<file path="src/rtl/rocc_cmd_initiator.sv">
// rocc_cmd_initiator: RoCC command issuer with rd-tagged response tracking, latency and timeouts
module rocc_cmd_initiator #(
  parameter int MAX_OUTSTANDING = 4,
  parameter int TIMEOUT_CYCLES = 1024,
  parameter int LAT_WIDTH = 32
) (
  input  logic                               clock,
  input  logic                               reset,
  input  logic                               req_valid,
  output logic                               req_ready,
  input  logic [6:0]                         req_funct,
  input  logic [4:0]                         req_rs1_idx,
  input  logic [4:0]                         req_rs2_idx,
  input  logic [4:0]                         req_rd,
  input  logic [6:0]                         req_opcode,
  input  logic                               req_xd,
  input  logic [63:0]                        req_rs1,
  input  logic [63:0]                        req_rs2,
  output logic                               io_cmd_valid,
  input  logic                               io_cmd_ready,
  output logic [6:0]                         io_cmd_bits_inst_funct,
  output logic [4:0]                         io_cmd_bits_inst_rs2,
  output logic [4:0]                         io_cmd_bits_inst_rs1,
  output logic [4:0]                         io_cmd_bits_inst_rd,
  output logic [6:0]                         io_cmd_bits_inst_opcode,
  output logic [63:0]                        io_cmd_bits_rs1,
  output logic [63:0]                        io_cmd_bits_rs2,
  input  logic                               io_resp_valid,
  output logic                               io_resp_ready,
  input  logic [4:0]                         io_resp_bits_rd,
  input  logic [63:0]                        io_resp_bits_data,
  output logic                               res_valid,
  input  logic                               res_ready,
  output logic [4:0]                         res_rd,
  output logic [63:0]                        res_data,
  output logic [LAT_WIDTH-1:0]               res_latency,
  output logic                               res_error,
  output logic                               timeout_pulse,
  output logic                               err_sticky,
  output logic [$clog2(MAX_OUTSTANDING+1)-1:0] outstanding
);
  localparam int N = MAX_OUTSTANDING;
  localparam int IW = N > 1 ? $clog2(N) : 1;
  localparam int OW = $clog2(N + 1);
  localparam logic [0:0] IDLE = 1'b0;
  localparam logic [0:0] ISSUE = 1'b1;
  logic [0:0] state_q, state_d;
  logic [LAT_WIDTH-1:0] now_q;
  logic [N-1:0] v_q, iss_q;
  logic [4:0] rd_q [N];
  logic [LAT_WIDTH-1:0] ts_q [N];
  logic [IW-1:0] cmd_idx_q, free_idx, hit_idx, to_idx;
  logic cmd_xd_q, has_free, dup, hit, to_hit;
  logic req_fire, cmd_fire, resp_fire, alloc;
  assign req_ready = state_q == IDLE && (!req_xd || (has_free && !dup));
  assign req_fire = req_valid && req_ready;
  assign io_cmd_valid = state_q == ISSUE;
  assign cmd_fire = io_cmd_valid && io_cmd_ready;
  assign io_resp_ready = !res_valid || res_ready;
  assign resp_fire = io_resp_valid && io_resp_ready;
  assign alloc = req_fire && req_xd;
  assign timeout_pulse = to_hit;
  assign state_d = req_fire ? ISSUE : cmd_fire ? IDLE : state_q;
  // table lookups: lowest free slot, rd duplicate, response match, oldest-index timeout
  always_comb begin
    has_free = 1'b0;
    free_idx = '0;
    dup = 1'b0;
    hit = 1'b0;
    hit_idx = '0;
    to_hit = 1'b0;
    to_idx = '0;
    outstanding = '0;
    for (int i = N - 1; i >= 0; i--) begin
      if (!v_q[i]) begin
        has_free = 1'b1;
        free_idx = IW'(i);
      end
      if (v_q[i] && rd_q[i] == req_rd) dup = 1'b1;
      if (iss_q[i] && rd_q[i] == io_resp_bits_rd) begin
        hit = 1'b1;
        hit_idx = IW'(i);
      end
      outstanding += OW'(v_q[i]);
    end
    hit = hit && resp_fire;
    for (int i = N - 1; i >= 0; i--)
      if (iss_q[i] && !(hit && hit_idx == IW'(i)) && now_q - ts_q[i] >= LAT_WIDTH'(TIMEOUT_CYCLES)) begin
        to_hit = 1'b1;
        to_idx = IW'(i);
      end
    to_hit = to_hit && !reset;
  end
  // command register, tracking table, result register and error flag
  always_ff @(posedge clock) begin
    if (reset) begin
      state_q <= IDLE;
      now_q <= '0;
      v_q <= '0;
      iss_q <= '0;
      cmd_idx_q <= '0;
      cmd_xd_q <= 1'b0;
      io_cmd_bits_inst_funct <= '0;
      io_cmd_bits_inst_rs2 <= '0;
      io_cmd_bits_inst_rs1 <= '0;
      io_cmd_bits_inst_rd <= '0;
      io_cmd_bits_inst_opcode <= '0;
      io_cmd_bits_rs1 <= '0;
      io_cmd_bits_rs2 <= '0;
      res_valid <= 1'b0;
      res_rd <= '0;
      res_data <= '0;
      res_latency <= '0;
      res_error <= 1'b0;
      err_sticky <= 1'b0;
    end else begin
      now_q <= now_q + 1'b1;
      state_q <= state_d;
      if (req_fire) begin
        io_cmd_bits_inst_funct <= req_funct;
        io_cmd_bits_inst_rs2 <= req_rs2_idx;
        io_cmd_bits_inst_rs1 <= req_rs1_idx;
        io_cmd_bits_inst_rd <= req_rd;
        io_cmd_bits_inst_opcode <= req_opcode;
        io_cmd_bits_rs1 <= req_rs1;
        io_cmd_bits_rs2 <= req_rs2;
        cmd_xd_q <= req_xd;
        cmd_idx_q <= free_idx;
      end
      for (int i = 0; i < N; i++) begin
        if (alloc && free_idx == IW'(i)) begin
          v_q[i] <= 1'b1;
          iss_q[i] <= 1'b0;
          rd_q[i] <= req_rd;
        end
        if (cmd_fire && cmd_xd_q && cmd_idx_q == IW'(i)) begin
          iss_q[i] <= 1'b1;
          ts_q[i] <= now_q;
        end
        if ((hit && hit_idx == IW'(i)) || (to_hit && to_idx == IW'(i))) begin
          v_q[i] <= 1'b0;
          iss_q[i] <= 1'b0;
        end
      end
      if (resp_fire) begin
        res_valid <= 1'b1;
        res_rd <= io_resp_bits_rd;
        res_data <= io_resp_bits_data;
        res_latency <= hit ? now_q - ts_q[hit_idx] : '0;
        res_error <= !hit;
      end else if (res_ready) res_valid <= 1'b0;
      if (to_hit || (resp_fire && !hit)) err_sticky <= 1'b1;
    end
  end
endmodule

</file>
<file path="config.mk">
export PLATFORM = sky130hd
export DESIGN_NAME = rocc_cmd_initiator
export DESIGN_NICKNAME = d
export VERILOG_FILES = /design/src/rtl/rocc_cmd_initiator.sv
export SDC_FILE = /design/constraint.sdc
export NUM_CORES = 1
export LEC_CHECK = 0
export ABC_AREA = 1
export CAP_MARGIN = 10
export CORE_MARGIN = 10
export CORE_UTILIZATION = 45
export CTS_CLUSTER_DIAMETER = 120
export DETAILED_ROUTE_END_ITERATION = 6
export PLACE_DENSITY = 0.78
export SLEW_MARGIN = 5
export SYNTH_ARGS = -nofsm -noshare
export SYNTH_HDL_FRONTEND = slang
export SYNTH_SLANG_ARGS = --single-unit
</file>
<file path="constraint.sdc">
create_clock -name clock -period 6.65 [get_ports clock]
set_clock_uncertainty 0.15 [all_clocks]
set_input_delay 1.33 -clock clock [delete_from_list [all_inputs] [get_ports clock]]
set_output_delay 1.33 -clock clock [all_outputs]
set_load 0.02 [all_outputs]
</file>
==> results of run 1 <==
## routing by layer
| layer | global-route usage [%] | vias up |
|---|---|---|
| met5 | 0 | - |
| li1 | - | 14580 |
| met3 | 7.271 | 297 |
| met2 | 53.73 | 1396 |
| met4 | 14.99 | 6 |
| met1 | 37.90 | 14010 |
## synth_stat cells (7+ instances only)
cell type | count | area, sq um
sky130_fd_sc_hd__inv_1 | 691 | 2594
sky130_fd_sc_hd__o21ai_0 | 130 | 650.6
sky130_fd_sc_hd__o21ai_1 | 8 | 40.04
sky130_fd_sc_hd__a21o_1 | 12 | 90.09
sky130_fd_sc_hd__inv_2 | 18 | 67.56
sky130_fd_sc_hd__clkbuf_1 | 81 | 304.0
sky130_fd_sc_hd__buf_4 | 8 | 60.06
sky130_fd_sc_hd__dfxtp_1 | 305 | 6106
sky130_fd_sc_hd__a31oi_1 | 7 | 43.79
sky130_fd_sc_hd__and2_1 | 9 | 56.30
sky130_fd_sc_hd__xor2_1 | 19 | 166.4
sky130_fd_sc_hd__xnor2_1 | 14 | 122.6
sky130_fd_sc_hd__nand2_1 | 1216 | 4564
sky130_fd_sc_hd__nand3b_1 | 21 | 157.7
sky130_fd_sc_hd__o21bai_1 | 14 | 105.1
sky130_fd_sc_hd__nor4_1 | 11 | 68.82
sky130_fd_sc_hd__nor3_1 | 50 | 250.2
sky130_fd_sc_hd__o22ai_1 | 41 | 256.5
sky130_fd_sc_hd__buf_2 | 26 | 130.1
sky130_fd_sc_hd__nand3_1 | 323 | 1617
sky130_fd_sc_hd__nor2_1 | 399 | 1498
sky130_fd_sc_hd__nand2_2 | 7 | 43.79
sky130_fd_sc_hd__nor2_2 | 8 | 50.05
sky130_fd_sc_hd__a21oi_1 | 365 | 1827
sky130_fd_sc_hd__edfxtp_1 | 148 | 4444
sky130_fd_sc_hd__a221oi_1 | 34 | 297.8
sky130_fd_sc_hd__nand4_1 | 38 | 237.7
sky130_fd_sc_hd__ha_1 | 158 | 1977
## through the flow
stage               cell area (sq um)  hold WS (ps)
global route                    36160         326.3
floorplan                       28420         290.4
CTS                             36120         311.0
global placement                34500         297.3
detailed placement              34500         303.0
finish                          36170         311.0
## critical path: stages (launching register included)
cell and delay [ps]:
sky130_fd_sc_hd__dfxtp_1 670, sky130_fd_sc_hd__buf_4 270, sky130_fd_sc_hd__ha_1 230, sky130_fd_sc_hd__nand2_1 110
sky130_fd_sc_hd__nor2_1 140, sky130_fd_sc_hd__inv_1 90, sky130_fd_sc_hd__nor3_1 260, sky130_fd_sc_hd__and2_1 180
sky130_fd_sc_hd__nand2_1 60, sky130_fd_sc_hd__nand3b_1 80, sky130_fd_sc_hd__nand2_1 50, sky130_fd_sc_hd__nor2_1 90
sky130_fd_sc_hd__nand2_1 60, sky130_fd_sc_hd__nor2_1 160, sky130_fd_sc_hd__nand3_1 330, sky130_fd_sc_hd__nand2_2 210
sky130_fd_sc_hd__nand2_2 100, sky130_fd_sc_hd__nor2_2 220, sky130_fd_sc_hd__nor2_1 60, sky130_fd_sc_hd__clkdlybuf4s50_1 580
## path summary, 6_finish.rpt
path / from / end / slack [ps]
worst max-delay path: now_q[24]$_SDFF_PP0_ / timeout_pulse / 580
worst min-delay path: io_cmd_bits_rs1[14]$_SDFFE_PP0P_ / io_cmd_bits_rs1[14]$_SDFFE_PP0P_ / 310
worst max register to register: rd_q[1][4]$_DFFE_PP_ / res_latency[28]$_SDFFE_PP0P_ / 2070
worst min register to register: io_cmd_bits_rs1[14]$_SDFFE_PP0P_ / io_cmd_bits_rs1[14]$_SDFFE_PP0P_ / 310
## layout make-up
class,count,area [sq um]
inverter,709,2661
timing repair buffer,562,5497
clock inverter,17,224.0
antenna,21,52.55
multi-input combinational,2939,14730
fill,6049,26680
sequential,453,10550
clock buffer,70,1399
tap,846,1059
## logic make-up (layout without fill, tap and decap cells)
family,after synthesis,count (layout),synth area share (%)
AND/OR/NAND/NOR,2105,2105,30.89
buffers and inverters,830,1358,11.19
AO/OA/AOI/OAI,637,637,12.41
flip-flops,453,453,37.12
adder cells (fa/ha/maj),164,164,7.378
XOR/XNOR,33,33,1.017
other,0,21,0
## placed cells by master (no fill, tap or decap), types with 11 or more instances in the layout
master / count
sky130_fd_sc_hd__nand2_1: 1215
sky130_fd_sc_hd__inv_1: 690
sky130_fd_sc_hd__dfxtp_1: 305
sky130_fd_sc_hd__diode_2: 21
sky130_fd_sc_hd__a21oi_1: 365
sky130_fd_sc_hd__nor3_1: 50
sky130_fd_sc_hd__o21ai_0: 130
sky130_fd_sc_hd__inv_2: 19
sky130_fd_sc_hd__o21bai_1: 14
sky130_fd_sc_hd__ha_1: 158
sky130_fd_sc_hd__buf_4: 61
sky130_fd_sc_hd__nand4_1: 38
sky130_fd_sc_hd__xor2_1: 19
sky130_fd_sc_hd__clkbuf_16: 49
sky130_fd_sc_hd__edfxtp_1: 148
sky130_fd_sc_hd__o22ai_1: 41
sky130_fd_sc_hd__clkdlybuf4s50_1: 498
sky130_fd_sc_hd__xnor2_1: 14
sky130_fd_sc_hd__nor2_1: 399
sky130_fd_sc_hd__a21o_1: 12
sky130_fd_sc_hd__clkbuf_1: 11
sky130_fd_sc_hd__a221oi_1: 34
sky130_fd_sc_hd__nand3b_1: 21
sky130_fd_sc_hd__nand3_1: 323
## state kept, by name, indices dropped and copies added, names as in the netlist, 7 cells and up
register / count
io_cmd_bits_rs1: 64
res_latency: 32
rd_q: 20
io_cmd_bits_inst_funct: 7
now_q: 32
ts_q: 128
io_cmd_bits_inst_opcode: 7
res_data: 64
io_cmd_bits_rs2: 64
## report_power, final
part	internal (W)	switching, W	leakage (nW)	total (W)
Sequential	0.00294	0.0000621	4.02	0.00300
Combinational	0.000372	0.000480	12.2	0.000852
Clock	0.00159	0.00120	0.802	0.00279
Total	0.00491	0.00174	17.1	0.00665
==> impl_metrics.env, run 1 <==
export IMPL_placed_cells_incl_taps=5509
export IMPL_synth_distinct_cells=57
export IMPL_number_of_cell_instances_on_the_worst_register_to_register_path=24
export IMPL_route_detailed_drc=0
export IMPL_cts_resized=0
export IMPL_synth_ff_type="sky130_fd_sc_hd__dfxtp_1"
export IMPL_critical_path_startpoint_type="flop"
export IMPL_worstSkewPairLatency_ps=620
export IMPL_area_growth_synth_to_final_pct=27.27
export IMPL_post_layout_nonfiller_instances=5617
export IMPL_grt_pass1_vias=27840
export IMPL_data_arrival_critical_path_ps=4590
export IMPL_hold_viol_final=0
export IMPL_row_count=92
export IMPL_dpl_hpwl_um=99430
export IMPL_run_status="complete, no violations"
export IMPL_top_layer_used="met5"
export IMPL_setup_tns_ps=0
export IMPL_cts_setup_buffers=0
export IMPL_cts_buf_count=47
export IMPL_cts_reportedPaths_clkPinSlew_ps=60
export IMPL_post_route_worst_setup_slack_ps=579.2
export IMPL_die_x_um=271.3
export IMPL_drt_iter0_markers=3011
export IMPL_vias_per_cell=5.393
export IMPL_max_cap_violations=0
export IMPL_die_height_um=271.3
export IMPL_tightest_slew_ps=1069
export IMPL_worstHoldPathType="reg -> reg"
export IMPL_number_of_hold_buffers_added_after_cts=0
export IMPL_initial_utilization_pct=45.22
export IMPL_antenna_left=0
export IMPL_postSynthRegisterBits=453
export IMPL_ys_warn_count=0
export IMPL_timing_setup_critical_path_class="reg -> out"
export IMPL_core_area_sq_mm=0.06285
export IMPL_place_gp_congestion=1.045
export IMPL_drive_gt1_share_pct=4.168
export IMPL_irDropWorstVdd_mv=0.2649
export IMPL_met3_wirelength_um=10710
export IMPL_totalPowerFinal_w=0.006646
export IMPL_synth_area_sq_mm=0.02842
export IMPL_async_flop_share_pct=0
export IMPL_cp_required_ps=5170
export IMPL_number_of_i_o_pins=501
export IMPL_vias=30300
export IMPL_maximum_number_of_pins_on_one_net_before_global_route_repair=153
export IMPL_powerDensity_mw_per_mm2=183.7
export IMPL_clkSinkCount=453
export IMPL_drt_met1_wl_um=47150
export IMPL_synth_nets=4619
export IMPL_power_leakage_nw=17.06
export IMPL_clock_root_buffer="sky130_fd_sc_hd__clkbuf_16"
export IMPL_timing_final_crit_share_pct=91.29
export IMPL_postSynthCellCount=4222
export IMPL_drt_pass1_iter_count=6
export IMPL_grt_overflow_total=0
export IMPL_max_freq_ghz=0.1647
export IMPL_first_pass_grt_wire_length_um=179000
export IMPL_cts_root_to_sink_buffers=3
export IMPL_detail_route_wl_per_cell_um=21.82
export IMPL_worstHoldPathCells=2
export IMPL_cts_htree_levels=2
export IMPL_timing_slew_headroom_pct=28.06
export IMPL_grt_setup_unrepaired="no"
export IMPL_report_final_setup_viol=0
export IMPL_design_final_nets=5109
export IMPL_routed_wl_met2_um=57970
export IMPL_grt_antenna_before_repair=29
export IMPL_share_of_the_yosys_chip_area_belonging_to_registers_pct=37.12
export IMPL_grt_usage_pct=31.83
export IMPL_die_area_sq_mm=0.07361
export IMPL_synth_enable_flop_cells=148
export IMPL_crit_fanout=7
export IMPL_final_core_util_pct=57.55
export IMPL_finalCriticalPeriod_ps=6071
export IMPL_cts_tree="built"
export IMPL_drt_wl_total_um=122600
export IMPL_port_buffers=500
export IMPL_postSynthAreaPerCell_sq_um=6.732
export IMPL_place_ws_ps=556.6
export IMPL_end_kind="primary output"
export IMPL_slew_viol_final=0
Note: power is estimated with default switching activity, not from simulation.
==> inputs of run 2 (changes only) <==
Settings changed: SLEW_MARGIN 5 to default.
Clock period 6.65 ns to 6.7 ns, I/O delays scaled along.
==> run 2 against run 1 <==
Register-to-register slack is essentially flat. Total power shrank 0.22%. Design area is essentially flat. Worst hold slack lost 1.3 ps. Clock-buffer cell count shrank 11. Die area is the same. Worst setup slack gained 62 ps. Sequential power is essentially flat. Critical path type unchanged.
==> impl_metrics.env, run 2 (synthesized netlist as in run 1, its figures left out) <==
export IMPL_run_status="complete, no violations"
export IMPL_cts_root_to_sink_buffers=3
export IMPL_cp_required_ps=5210
export IMPL_grt_antenna_before_repair=25
export IMPL_registers_top_by_ff_count="ts_q"
export IMPL_crit_fanout=10
export IMPL_regToRegSetupSlack_ps=2070
export IMPL_routed_wl_met2_um=57860
export IMPL_timing_setup_critical_path_class="reg -> out"
export IMPL_die_height_um=271.3
export IMPL_row_count=92
export IMPL_drt_met1_wl_um=47480
export IMPL_timing_final_crit_share_pct=90.44
export IMPL_cts_setup_buffers=0
export IMPL_detail_route_wl_per_cell_um=21.67
export IMPL_most_common_layout_cells="sky130_fd_sc_hd__nand2_1 (1215), sky130_fd_sc_hd__inv_1 (690), sky130_fd_sc_hd__clkdlybuf4s50_1 (498)"
export IMPL_grt_pass1_vias=27730
export IMPL_mostFrequentLayoutCell="sky130_fd_sc_hd__nand2_1"
export IMPL_report_final_setup_viol=0
export IMPL_data_arrival_critical_path_ps=4570
export IMPL_setup_tns_ps=0
export IMPL_top_layer_used="met5"
export IMPL_maximum_number_of_pins_on_one_net_before_global_route_repair=96
export IMPL_critical_path_max_stage_delay_ps=780
export IMPL_max_freq_ghz=0.1650
export IMPL_initial_utilization_pct=45.22
export IMPL_die_x_um=271.3
export IMPL_cts_htree_levels=2
export IMPL_end_kind="primary output"
export IMPL_clkSinkCount=453
export IMPL_cp_common_cell="sky130_fd_sc_hd__nand2_1"
export IMPL_grt_setup_unrepaired="no"
export IMPL_worstHoldPathType="reg -> reg"
export IMPL_largest_register_ffs=128
export IMPL_dpl_instance_area_sq_mm=0.03449
export IMPL_first_pass_grt_wire_length_um=176700
export IMPL_slew_viol_final=0
export IMPL_dpl_hpwl_um=98520
export IMPL_clock_root_buffer="sky130_fd_sc_hd__clkbuf_16"
export IMPL_grt_usage_pct=31.45
export IMPL_vias_per_cell=5.364
export IMPL_critical_path_slowest_cell="sky130_fd_sc_hd__dfxtp_1"
export IMPL_core_area_sq_mm=0.06285
export IMPL_crit_path_cell_trace="buf_4 -> ha_1 -> nand2_1 -> inv_1 -> nand2_1 -> nand2_1 -> a21oi_1 -> nor2_1 -> nor2_1 -> nand2_1 -> nand2_1 -> nand2_1 -> inv_1 -> nand2_1 -> nor2_1 -> nand3_1 -> nand2_1 -> nand2_1 -> nor2_2 -> nor2_1 -> clkdlybuf4s50_1"
export IMPL_met3_wirelength_um=10620
export IMPL_place_gp_congestion=1.059
export IMPL_cts_reportedPaths_clkPinSlew_ps=60
export IMPL_worstSkewPairLatency_ps=610
export IMPL_hold_viol_final=0
export IMPL_number_of_hold_buffers_added_after_cts=0
export IMPL_route_detailed_drc=0
export IMPL_design_final_nets=5112
export IMPL_critical_path_startpoint_type="flop"
export IMPL_number_of_i_o_pins=501
export IMPL_max_cap_violations=0
export IMPL_power_leakage_nw=17.08
export IMPL_irDropWorstVdd_mv=0.2216
export IMPL_drt_iter0_markers=2777
export IMPL_drt_wl_total_um=121900
export IMPL_finalCriticalPeriod_ps=6059
export IMPL_cts_resized=0
export IMPL_drive_gt1_share_pct=4.309
export IMPL_die_area_sq_mm=0.07361
export IMPL_grt_overflow_total=0
export IMPL_tightest_slew_ps=1143
export IMPL_cp_top_family="simple AND/OR/NAND/NOR gates"
export IMPL_timing_slew_headroom_pct=23.11
export IMPL_drt_pass1_iter_count=6
export IMPL_cts_buf_count=50
export IMPL_layout_cell_area_non_filler_sq_mm=0.03620
export IMPL_vias=30160
export IMPL_worstPathBufferInverterCount=4
export IMPL_powerDensity_mw_per_mm2=183.2
export IMPL_cts_tree="built"
export IMPL_area_growth_synth_to_final_pct=27.37
export IMPL_port_buffers=500
export IMPL_antenna_left=0
[run 2: path summary, 6_finish.rpt]
kind / endpoint / from / depth (start not counted)
hold reg to reg: io_cmd_bits_rs1[4]$_SDFFE_PP0P_ / io_cmd_bits_rs1[4]$_SDFFE_PP0P_ / 2
setup reg to reg: res_latency[29]$_SDFFE_PP0P_ / rd_q[2][4]$_DFFE_PP_ / 22
hold / removal: io_cmd_bits_rs1[4]$_SDFFE_PP0P_ / io_cmd_bits_rs1[4]$_SDFFE_PP0P_ / 2
setup / recovery: timeout_pulse / now_q[15]$_SDFF_PP0_ / 21
[run 2: layout make-up]
class / instances / area, sq um
Clock buffer: 59 / 1335
Sequential cell: 453 / 10550
Antenna cell: 19 / 47.55
Fill cell: 5986 / 26650
Tap cell: 846 / 1059
Inverter: 709 / 2663
Timing Repair Buffer: 562 / 5484
Clock inverter: 35 / 332.8
Multi-Input combinational cell: 2939 / 14730
[run 2: report_power, final]
part           total, W  internal, W  leakage [nW]  switching, W
combinational  0.000845     0.000368          12.2      0.000477
clock           0.00280      0.00159         0.822       0.00121
sequential      0.00298      0.00292          4.02     0.0000646
[run 2: worst register-to-register path: cells and delay by family (launching register included)]
family	cells	cell delay (ps)
flops	1	440
simple gates	11	1510
compound gates	6	1320
fa+ha+maj	1	390
xor+xnor	1	170
buf+inv	3	560
[run 2: routing by layer]
layer	GRT usage [%]	up-vias
met5	0	-
met4	15.25	4
met3	7.403	254
met2	52.33	1312
met1	37.77	14010
li1	-	14580
[run 2: stage by stage]
step | hold WS [ps] | std cells | utilization [%] | power, W | setup slack (ps)
3_3_place_gp | 297.4 | 5509 | 54.87 | 0.003868 | 753.6
4_1_cts | 312.0 | 5603 | 57.52 | 0.006646 | 715.6
2_1_floorplan | 290.4 | 4222 | - | 0.003407 | 1200
5_1_grt | 327.2 | 5620 | 57.59 | 0.006812 | 371.0
3_5_place_dp | 303.4 | 5509 | 54.87 | 0.003873 | 686.0
6_report | 309.7 | 5622 | 57.60 | 0.006631 | 640.8
==> inputs of run 3 (changes only) <==
Settings changed: CAP_MARGIN 10 to 0, CORE_MARGIN 10 to 2.
==> run 3 against run 2 <==
Final cell count fell by 0.21%. Core utilization grew 0.060 points. Critical path type unchanged. Sequential power barely moved. Global-route usage increased by 5.1 points. Clock-buffer cell count rose by 1. Largest cell class unchanged. Non-clock buffer count shrank 7. Worst hold slack about the same. Critical endpoint unchanged. Register-to-register slack about the same. Design area is essentially flat. Worst setup slack worse by 63 ps. Flip-flop and latch count did not move. Largest power group unchanged. Highest routed layer unchanged.
==> impl_metrics.env, run 3 (synthesized netlist as in run 1, its figures left out) <==
export IMPL_run_status="complete, no violations"
export IMPL_cts_resized=0
export IMPL_dpl_hpwl_um=99010
export IMPL_tightest_slew_ps=1076
export IMPL_vias_per_cell=5.352
export IMPL_cts_setup_buffers=0
export IMPL_initial_utilization_pct=45.31
export IMPL_detail_route_wl_per_cell_um=21.91
export IMPL_antenna_left=0
export IMPL_timing_final_crit_share_pct=91.38
export IMPL_number_of_hold_buffers_added_after_cts=0
export IMPL_crit_path_cell_trace="ha_1 -> nand2_1 -> nor2_1 -> inv_1 -> nor2_1 -> and2_1 -> nand2_1 -> nand3_1 -> nand2_1 -> nor2_1 -> nand2_1 -> nor2_1 -> nand3_1 -> nand2_1 -> nand2_1 -> nor2_2 -> nor2_1 -> clkdlybuf4s50_1"
export IMPL_cts_buf_count=47
export IMPL_end_kind="primary output"
export IMPL_die_height_um=255.3
export IMPL_row_count=92
export IMPL_setup_tns_ps=0
export IMPL_core_area_sq_mm=0.06274
export IMPL_irDropWorstVdd_mv=0.2369
export IMPL_slew_viol_final=0
export IMPL_cts_root_to_sink_buffers=3
export IMPL_mostFrequentLayoutCell="sky130_fd_sc_hd__nand2_1"
export IMPL_timing_setup_critical_path_class="reg -> out"
export IMPL_registers_top_by_ff_count="ts_q"
export IMPL_totalPowerFinal_w=0.006684
export IMPL_grt_antenna_before_repair=29
export IMPL_worstSkewPairLatency_ps=620
export IMPL_port_buffers=500
export IMPL_cts_reportedPaths_clkPinSlew_ps=70
export IMPL_powerDensity_mw_per_mm2=184.8
export IMPL_max_cap_violations=0
export IMPL_cp_top_family="simple AND/OR/NAND/NOR gates"
export IMPL_maximum_number_of_pins_on_one_net_before_global_route_repair=100
export IMPL_report_final_setup_viol=0
export IMPL_regToRegSetupSlack_ps=2070
export IMPL_number_of_i_o_pins=501
export IMPL_drt_iter0_markers=2954
export IMPL_crit_reg2reg_capture="res_latency[20]$_SDFFE_PP0P_"
export IMPL_data_arrival_critical_path_ps=4630
export IMPL_dpl_instance_area_sq_mm=0.03444
export IMPL_most_common_layout_cells="sky130_fd_sc_hd__nand2_1 (1215), sky130_fd_sc_hd__inv_1 (690), sky130_fd_sc_hd__clkdlybuf4s50_1 (498)"
export IMPL_cp_required_ps=5210
export IMPL_worstHoldPathCells=2
export IMPL_critical_path_startpoint_type="flop"
export IMPL_worstPathBufferInverterCount=2
export IMPL_cts_htree_levels=2
export IMPL_crit_fanout=10
export IMPL_grt_setup_unrepaired="no"
export IMPL_drive_gt1_share_pct=4.132
export IMPL_source_of_the_worst_hold_timing_path="io_cmd_bits_rs1[23]$_SDFFE_PP0P_"
export IMPL_power_leakage_nw=17.03
export IMPL_area_growth_synth_to_final_pct=27.27
export IMPL_vias=30030
export IMPL_worstHoldPathType="reg -> reg"
export IMPL_drt_wl_total_um=122900
export IMPL_grt_pass1_vias=27830
export IMPL_layout_cell_area_non_filler_sq_mm=0.03617
export IMPL_cts_tree="built"
export IMPL_hold_path_end="io_cmd_bits_rs1[23]$_SDFFE_PP0P_"
export IMPL_hold_viol_final=0
export IMPL_finalCriticalPeriod_ps=6123
export IMPL_die_x_um=255.3
export IMPL_critical_path_max_stage_delay_ps=830
export IMPL_die_area_sq_mm=0.06519
export IMPL_design_final_nets=5102
export IMPL_number_of_cell_instances_on_the_worst_register_to_register_path=21
export IMPL_cp_common_cell="sky130_fd_sc_hd__nand2_1"
export IMPL_max_freq_ghz=0.1633
export IMPL_grt_overflow_total=0
export IMPL_critical_path_slowest_cell="sky130_fd_sc_hd__dfxtp_1"
export IMPL_timing_slew_headroom_pct=27.57
export IMPL_drt_pass1_iter_count=6
export IMPL_first_pass_grt_wire_length_um=179900
export IMPL_place_gp_congestion=1.074
export IMPL_clkSinkCount=453
export IMPL_route_detailed_drc=0
export IMPL_worst_r2r_startpoint="rd_q[1][4]$_DFFE_PP_"
export IMPL_grt_usage_pct=36.57
export IMPL_largest_register_ffs=128
export IMPL_clock_root_buffer="sky130_fd_sc_hd__clkbuf_16"
run 3: changes by cell type in the layout (fill, tap and decap cells not counted), moves of 2 or more:
cell and delta:
sky130_fd_sc_hd__buf_4 -8, sky130_fd_sc_hd__clkbuf_1 +2, sky130_fd_sc_hd__clkinvlp_2 +2, sky130_fd_sc_hd__clkinv_2 -6, sky130_fd_sc_hd__clkinv_1 -6
run 3: worst min-delay path, cell delays in order, from the launching register on:
cell and delay [ps]:
sky130_fd_sc_hd__dfxtp_1 310, sky130_fd_sc_hd__nand2_1 60, sky130_fd_sc_hd__a21oi_1 50
run 3: routing by layer:
metal / wire, um / up-vias / global-route usage, % / part of all wire (%)
met5: 92 / - / 0 / 0.075
li1: - / 14560 / - / -
met4: 7641 / 12 / 19.66 / 6.2
met2: 54120 / 1465 / 57.66 / 44
met3: 11980 / 326 / 8.661 / 9.7
met1: 49080 / 13660 / 46.31 / 40
run 3: cell type report:
type / count / area, sq um
clock buffers: 60 / 1318
flip-flops and latches: 453 / 10550
clock inverters: 28 / 360.3
diodes: 20 / 50.05
well taps: 846 / 1059
repair buffers: 555 / 5435
multi-input cells: 2939 / 14740
fillers: 6008 / 26560
inverters: 709 / 2661
run 3: worst max path at each step:
| stage | startpoint | to | slack (ps) | depth (start not counted) |
|---|---|---|---|---|
| after global placement | io_resp_bits_rd[2] | res_latency[20]$_SDFFE_PP0P_ | 660 | 23 |
| after global routing | now_q[18]$_SDFF_PP0_ | timeout_pulse | 350 | 18 |
| final | now_q[18]$_SDFF_PP0_ | timeout_pulse | 580 | 18 |
| after detailed placement | io_resp_bits_rd[4] | res_latency[28]$_SDFFE_PP0P_ | 630 | 26 |
| after CTS | now_q[18]$_SDFF_PP0_ | timeout_pulse | 650 | 18 |
| after floorplan | reset | ts_q[1][0]$_DFFE_PP_ | 1200 | 3 |
run 3: through the flow:
step | utilization [%] | hold slack [ps] | setup slack, ps | cells
final | 57.66 | 309.7 | 577.3 | 5610
after global routing | 57.65 | 326.0 | 349.6 | 5609
after CTS | 57.58 | 310.8 | 650.2 | 5590
after detailed placement | 54.90 | 301.1 | 634.4 | 5502
after global placement | 54.90 | 297.1 | 662.7 | 5502
after floorplan | - | 290.4 | 1200 | 4222
run 3: power breakdown:
part	internal (W)	total, W	switching (W)
clock	0.00162	0.00284	0.00123
sequential	0.00292	0.00299	0.0000720
combinational	0.000368	0.000849	0.000481
